File: config.mk
export PLATFORM = sky130hd
export DESIGN_NAME = uart_rx
export DESIGN_NICKNAME = d
export VERILOG_FILES = /design/src/rtl/uart_pkg.sv /design/src/rtl/uart_rx_sync.sv /design/src/rtl/uart_rx.sv
export SDC_FILE = /design/constraint.sdc
export NUM_CORES = 1
export LEC_CHECK = 0
export ABC_AREA = 1
export BUFFER_PORTS_ARGS = -buffer_cell sky130_fd_sc_hd__buf_2
export CORE_AREA = 2 2 46 90
export DETAILED_ROUTE_END_ITERATION = 7
export DIE_AREA = 0 0 48 92
export PLACE_DENSITY = 0.68
export REMOVE_ABC_BUFFERS = 1
export SYNTH_ARGS = -nofsm -noshare
export SYNTH_HDL_FRONTEND = slang
export SYNTH_SLANG_ARGS = --single-unit
File: constraint.sdc
create_clock -name ref_clk -period 2.4 [get_ports ref_clk]
set_clock_uncertainty 0.15 [all_clocks]
set_input_delay 0.12 -clock ref_clk [delete_from_list [all_inputs] [get_ports ref_clk]]
set_output_delay 0.12 -clock ref_clk [all_outputs]
set_load 0.02 [all_outputs]
File: src/rtl/uart_pkg.sv
// Shared UART definitions: frame shape, receiver FSM encoding and the
// fractional divider setting that produces the 16x sample tick.
package uart_pkg;

    // Frame shape, shared with uart_tx.
    localparam int DataBits = 8;
    localparam int StopBits = 1;

    // Receiver FSM states.
    localparam logic [2:0] ST_IDLE  = 3'd0;
    localparam logic [2:0] ST_START = 3'd1;
    localparam logic [2:0] ST_DATA  = 3'd2;
    localparam logic [2:0] ST_STOP  = 3'd3;
    localparam logic [2:0] ST_BREAK = 3'd4;

    // frac_div setting for a 16 x 9600 Hz tick from the 12 MHz ref_clk.
    localparam int FracDivWidth = 15;
    localparam int FracDivIncr  = 419;

endpackage

File: src/rtl/uart_rx_sync.sv
// Input conditioning for uart_rx: a two-flop synchroniser on the (optionally
// inverted) serial line, plus a 3-sample majority voter around mid-cell.
module uart_rx_sync #(
    parameter int Oversample = 16,
    parameter bit Invert     = 1'b0,
    parameter int CntW       = $clog2(Oversample)
) (
    input  logic            ref_clk,
    input  logic            rst_n,
    input  logic            sample_tick,
    input  logic            in,
    input  logic [CntW-1:0] cnt,
    output logic            line,
    output logic            vote
);

    localparam logic [CntW-1:0] SampA = CntW'(Oversample / 2 - 1);
    localparam logic [CntW-1:0] SampB = CntW'(Oversample / 2);

    logic sync_p0;
    logic sync_p1;
    logic samp_a;
    logic samp_b;

    // 2-of-3 decision on the two stored samples and the current one.
    function automatic logic maj3(input logic a, input logic b, input logic c);
        return (a & b) | (a & c) | (b & c);
    endfunction

    // Stage p0/p1: resynchronise the line; resets to idle so reset never fakes a start bit.
    always_ff @(posedge ref_clk or negedge rst_n) begin
        if (!rst_n) begin
            sync_p0 <= 1'b1;
            sync_p1 <= 1'b1;
        end else begin
            sync_p0 <= in ^ Invert;
            sync_p1 <= sync_p0;
        end
    end

    // Capture the two samples that precede the decision point of each cell.
    always_ff @(posedge ref_clk) begin
        if (sample_tick) begin
            if (cnt == SampA) samp_a <= sync_p1;
            if (cnt == SampB) samp_b <= sync_p1;
        end
    end

    assign line = sync_p1;
    assign vote = maj3(samp_a, samp_b, sync_p1);

endmodule

File: src/rtl/uart_rx.sv
// 8N1 UART receiver, LSB first, sampling on an Oversample x baud tick.
// The tick comes from a frac_div at board level (FracDivWidth/FracDivIncr in
// uart_pkg give 16 x 9600 at 12 MHz). Received bytes land in a one-entry
// holding register read through a valid/ready handshake.
module uart_rx
    import uart_pkg::*;
#(
    parameter int Oversample = 16,
    parameter bit Invert     = 1'b0
) (
    input  logic       ref_clk,
    input  logic       rst_n,
    input  logic       sample_tick,
    input  logic       in,
    output logic [7:0] dout,
    output logic       valid,
    input  logic       ready,
    output logic       busy,
    output logic       frame_err,
    output logic       overrun
);

    localparam int              CntW    = $clog2(Oversample);
    localparam logic [CntW-1:0] CntLast = CntW'(Oversample - 1);
    localparam logic [CntW-1:0] DecPt   = CntW'(Oversample / 2 + 1);

    logic [2:0]          state;
    logic [CntW-1:0]     cnt;
    logic [CntW-1:0]     cnt_nxt;
    logic [2:0]          bit_idx;
    logic [DataBits-1:0] sr;
    logic                line;
    logic                vote;
    logic                stop_dec;
    logic                deliver;
    logic                stop_bad;

    uart_rx_sync #(
        .Oversample(Oversample),
        .Invert    (Invert),
        .CntW      (CntW)
    ) u_sync (
        .ref_clk    (ref_clk),
        .rst_n      (rst_n),
        .sample_tick(sample_tick),
        .in         (in),
        .cnt        (cnt),
        .line       (line),
        .vote       (vote)
    );

    assign cnt_nxt  = (cnt == CntLast) ? '0 : cnt + 1'b1;
    assign stop_dec = sample_tick && (state == ST_STOP) && (cnt == DecPt);
    assign deliver  = stop_dec && vote;
    assign stop_bad = stop_dec && !vote;
    assign busy     = (state != ST_IDLE);

    // Frame sequencing: bit-cell counter, bit index and state, all tick-paced.
    always_ff @(posedge ref_clk or negedge rst_n) begin
        if (!rst_n) begin
            state   <= ST_IDLE;
            cnt     <= '0;
            bit_idx <= '0;
        end else if (sample_tick) begin
            cnt <= cnt_nxt;
            case (state)
                ST_IDLE: begin
                    // Hold the counter while idle; the start edge restarts it at 1.
                    cnt <= cnt;
                    if (!line) begin
                        cnt   <= CntW'(1);
                        state <= ST_START;
                    end
                end
                ST_START: begin
                    if (cnt == DecPt && vote) begin
                        state <= ST_IDLE;
                    end else if (cnt == CntLast) begin
                        state   <= ST_DATA;
                        bit_idx <= '0;
                    end
                end
                ST_DATA: begin
                    if (cnt == CntLast) begin
                        if (bit_idx == 3'(DataBits - 1)) state <= ST_STOP;
                        else                             bit_idx <= bit_idx + 1'b1;
                    end
                end
                ST_STOP: begin
                    // Leave at mid-cell so a start edge right after the stop bit is caught.
                    if (cnt == DecPt) state <= vote ? ST_IDLE : ST_BREAK;
                end
                ST_BREAK: begin
                    if (line) state <= ST_IDLE;
                end
                default: state <= ST_IDLE;
            endcase
        end
    end

    // Shift each voted data bit in at the MSB so the LSB-first byte lines up.
    always_ff @(posedge ref_clk) begin
        if (sample_tick && state == ST_DATA && cnt == DecPt) begin
            sr <= {vote, sr[DataBits-1:1]};
        end
    end

    // Holding register and status pulses; a full register drops the new byte.
    always_ff @(posedge ref_clk or negedge rst_n) begin
        if (!rst_n) begin
            dout      <= '0;
            valid     <= 1'b0;
            frame_err <= 1'b0;
            overrun   <= 1'b0;
        end else begin
            frame_err <= stop_bad;
            overrun   <= deliver && valid && !ready;
            if (deliver && (!valid || ready)) begin
                dout  <= sr;
                valid <= 1'b1;
            end else if (valid && ready) begin
                valid <= 1'b0;
            end
        end
    end

endmodule
==> metrics <==
sw frac 0.2943; Clock power frac 0.355; Mapped Area 0.001505 mm2; antenna violations before repair 0; post-detail-place hpwl approximately 2.1 mm; library cell with the largest summed area after synthesis dfrtp_1; count leader, synth nand2_1; CTS root buf clkbuf_8; HP Class primary input to flip-flop; Num CTS Buffers 5; final setup vio count 0; Filler cells 372; critical path endpoint category flip-flop; static leakage roughly 0.89 nW; post-synthesis area per instance slightly above 9 um2; Vias/cell around 4.7; Die H about 92 um; Post-synth top cells 56 x nand2_1, 21 x dfrtp_1, 14 x nand3_1; GRT overflow 0; crit path kind flip-flop to flip-flop; Worst-Skew Late Latency ~0.28 ns; IO buf count 16; asr flop ratio synth 0.6970; ANT nets after route 0; Fmax ~530 MHz; sequential cell area fraction in the yosys report 0.5835; vias in the first global route between 1,000 and 1,500; core area ~0.0038 mm2; Mapped Cells between 150 and 200; complex-gate fraction of the synthesized area 0.03658; Die Wd roughly 48 um; main combinational cell family by area after synthesis simple AND/OR/NAND/NOR gates; Post-Synth XOR/XNOR Area 0; Setup TNS 0 ns; Post-synth EDFFs 10; Area growth, synth to finish 17.71%; initial DRC count 24; clk sinks 33; Reg clk slew, reported paths around 0.070 ns; global-route wire length before repair approximately 4.8 mm; I/O pin cnt 17; Int Power ~1 mW; die area ~0.0044 mm2; share of the synthesized area in the top cell type 0.3491; CTS Buffer Depth 2; H-tree depth 2; starting density of the core 0.3957; Critical Path RT roughly 2.2 ns; post-synthesis register bit count 33; top post-synthesis cells by area dfrtp_1 35%, edfxtp_1 20%, nand2_1 14%; combinational share of power 0.186; share of cells above drive strength 1 0.2204; Period minus WS final around 1.9 ns; final hold vios 0; # DRC 0; largest net degree at the start of global routing 24; RSZ-0062 raised after global routing no; synth warn 0; Top FF cell, synth dfrtp_1; worst vdd rail ir drop 0.4533 mV; ant diodes 0; aggregate global-route resource usage 0.1581; Period Utilization, post-route 0.7921; Synth Area in Simple Gates 0.2893; Max Slew Vio Count 0; NetSw approximately 0.42 mW; Arr. time, crit path 1.67 ns; sequential cell area approximately 880 um2; first-pass iteration count of the detailed router 4; Multi-input gate area between 500 and 600 um2; Hold Slack between 0.02 and 0.025 ns; PD cells 805.0 mW/mm2; Routed WL per cell roughly 12 um; Unique masters post-synth 22; vias between 1,000 and 1,500; # nets final roughly 200; Worst-Margin Slew roughly 0.60 ns; post-synthesis mux area share 0; final wirelength 2.781 mm; cell row count 32; Setup crit start kind flip-flop; worst-path fanout max 8; max-cap viol count 0; adder-cell share of the synthesized area 0.04156; status complete, no violations; Post-CTS Setup Bufs 0; Flop pwr share 0.459; Rel. slew slack 0.5958; gp weighted congestion between 0.9 and 1; clock tree from TritonCTS yes
## cells in the final DEF, fill, tap and decap left out, drive strengths merged
| cell | netlist | final |
|---|---|---|
| dfstp | 2 | 2 |
| clkinv | 0 | 1 |
| clkbuf | 0 | 5 |
| buf | 1 | 16 |
| nand3 | 15 | 15 |
| clkinvlp | 0 | 1 |
| nor3 | 2 | 2 |
| nor2 | 17 | 17 |
| inv | 17 | 17 |
| dlygate4sd3 | 0 | 2 |
| dfrtp | 21 | 21 |
| edfxtp | 10 | 10 |
| bufinv | 0 | 1 |
| nand2 | 59 | 59 |
| nand4 | 1 | 1 |
| o21ai | 9 | 9 |
| a21oi | 2 | 2 |
| ha | 5 | 5 |
## sequential cells by signal, summed over array words and instances, names as in the netlist
name,flops
dout,8
sr,8
cnt,4
bit_idx,3
state,3
frame_err,1
overrun,1
u_sync.line,1
u_sync.samp_a,1
u_sync.samp_b,1
u_sync.sync_p0,1
valid,1
## cell families after synthesis
group	count (synthesis)
AND/OR/NAND/NOR	94
buffers and inverters	18
AO/OA/AOI/OAI	11
adder cells (fa/ha/maj)	5
flip-flops	33
## metrics by stage
| step | instance area (um2) | setup slack, ns | instances | power (mW) | util |
|---|---|---|---|---|---|
| after floorplan | 1498 | 0.6674 | 160 | 0.8536 | - |
| after CTS | 1772 | 0.4573 | 237 | 1.442 | 0.4658 |
| final | 1772 | 0.4990 | 237 | 1.426 | 0.4658 |
| after global placement | 1642 | 0.5727 | 227 | 0.9217 | 0.4316 |
| after detailed placement | 1642 | 0.4622 | 227 | 0.9256 | 0.4316 |
| after global routing | 1772 | 0.3444 | 237 | 1.510 | 0.4658 |
## what timing repair did
action,in CTS,in global routing
hold buffers,2,0
resized for setup,0,0
hold endpoints to repair,22,0
## power by group through the flow
stage                     Clock [mW]  Combinational (mW)  Sequential, mW
after global routing           0.542               0.309           0.658
final                          0.507               0.265           0.655
after CTS                      0.522               0.266           0.654
after global placement             0               0.259           0.662
after detailed placement           0               0.260           0.665
after floorplan                    0               0.196           0.657
## routing by layer
layer	track usage	routed length, um	up-vias
li1	-	-	561
met4	0.1014	131	0
met5	0	0	-
met3	0.04134	107	10
met2	0.2733	1545	31
met1	0.1465	996	522
## worst max-delay path, stage by stage (launching register included)
cell	delay [ns]
dfrtp_1	0.40
inv_1	0.10
ha_1	0.17
nand4_1	0.19
nor2_1	0.52
## final cells by class
cell class | instances | area share
Inverter | 17 | 0.03743
Timing Repair Buffer | 18 | 0.05650
Clock buffer | 5 | 0.03884
Sequential cell | 33 | 0.4958
Multi-Input combinational cell | 110 | 0.3121
Clock inverter | 3 | 0.02331
Tap cell | 51 | 0.03602
## final timing paths
check | startpoint | end | slack, ns | cells after the start
max in group asynchronous | rst_n | u_sync.line$_DFF_PN1_ | 1.54 | 2
worst min register to register | u_sync.sync_p0$_DFF_PN1_ | u_sync.line$_DFF_PN1_ | 0.21 | 0
worst max register to register | cnt[1]$_DFFE_PN0P_ | sr[0]$_DFFE_PP_ | 0.50 | 4
worst max-delay path | cnt[1]$_DFFE_PN0P_ | sr[0]$_DFFE_PP_ | 0.50 | 4
worst min-delay path | sample_tick | cnt[1]$_DFFE_PN0P_ | 0.02 | 3
min in group asynchronous | rst_n | dout[7]$_DFFE_PN0P_ | 0.19 | 2
Power figures use the tool's default switching activity.
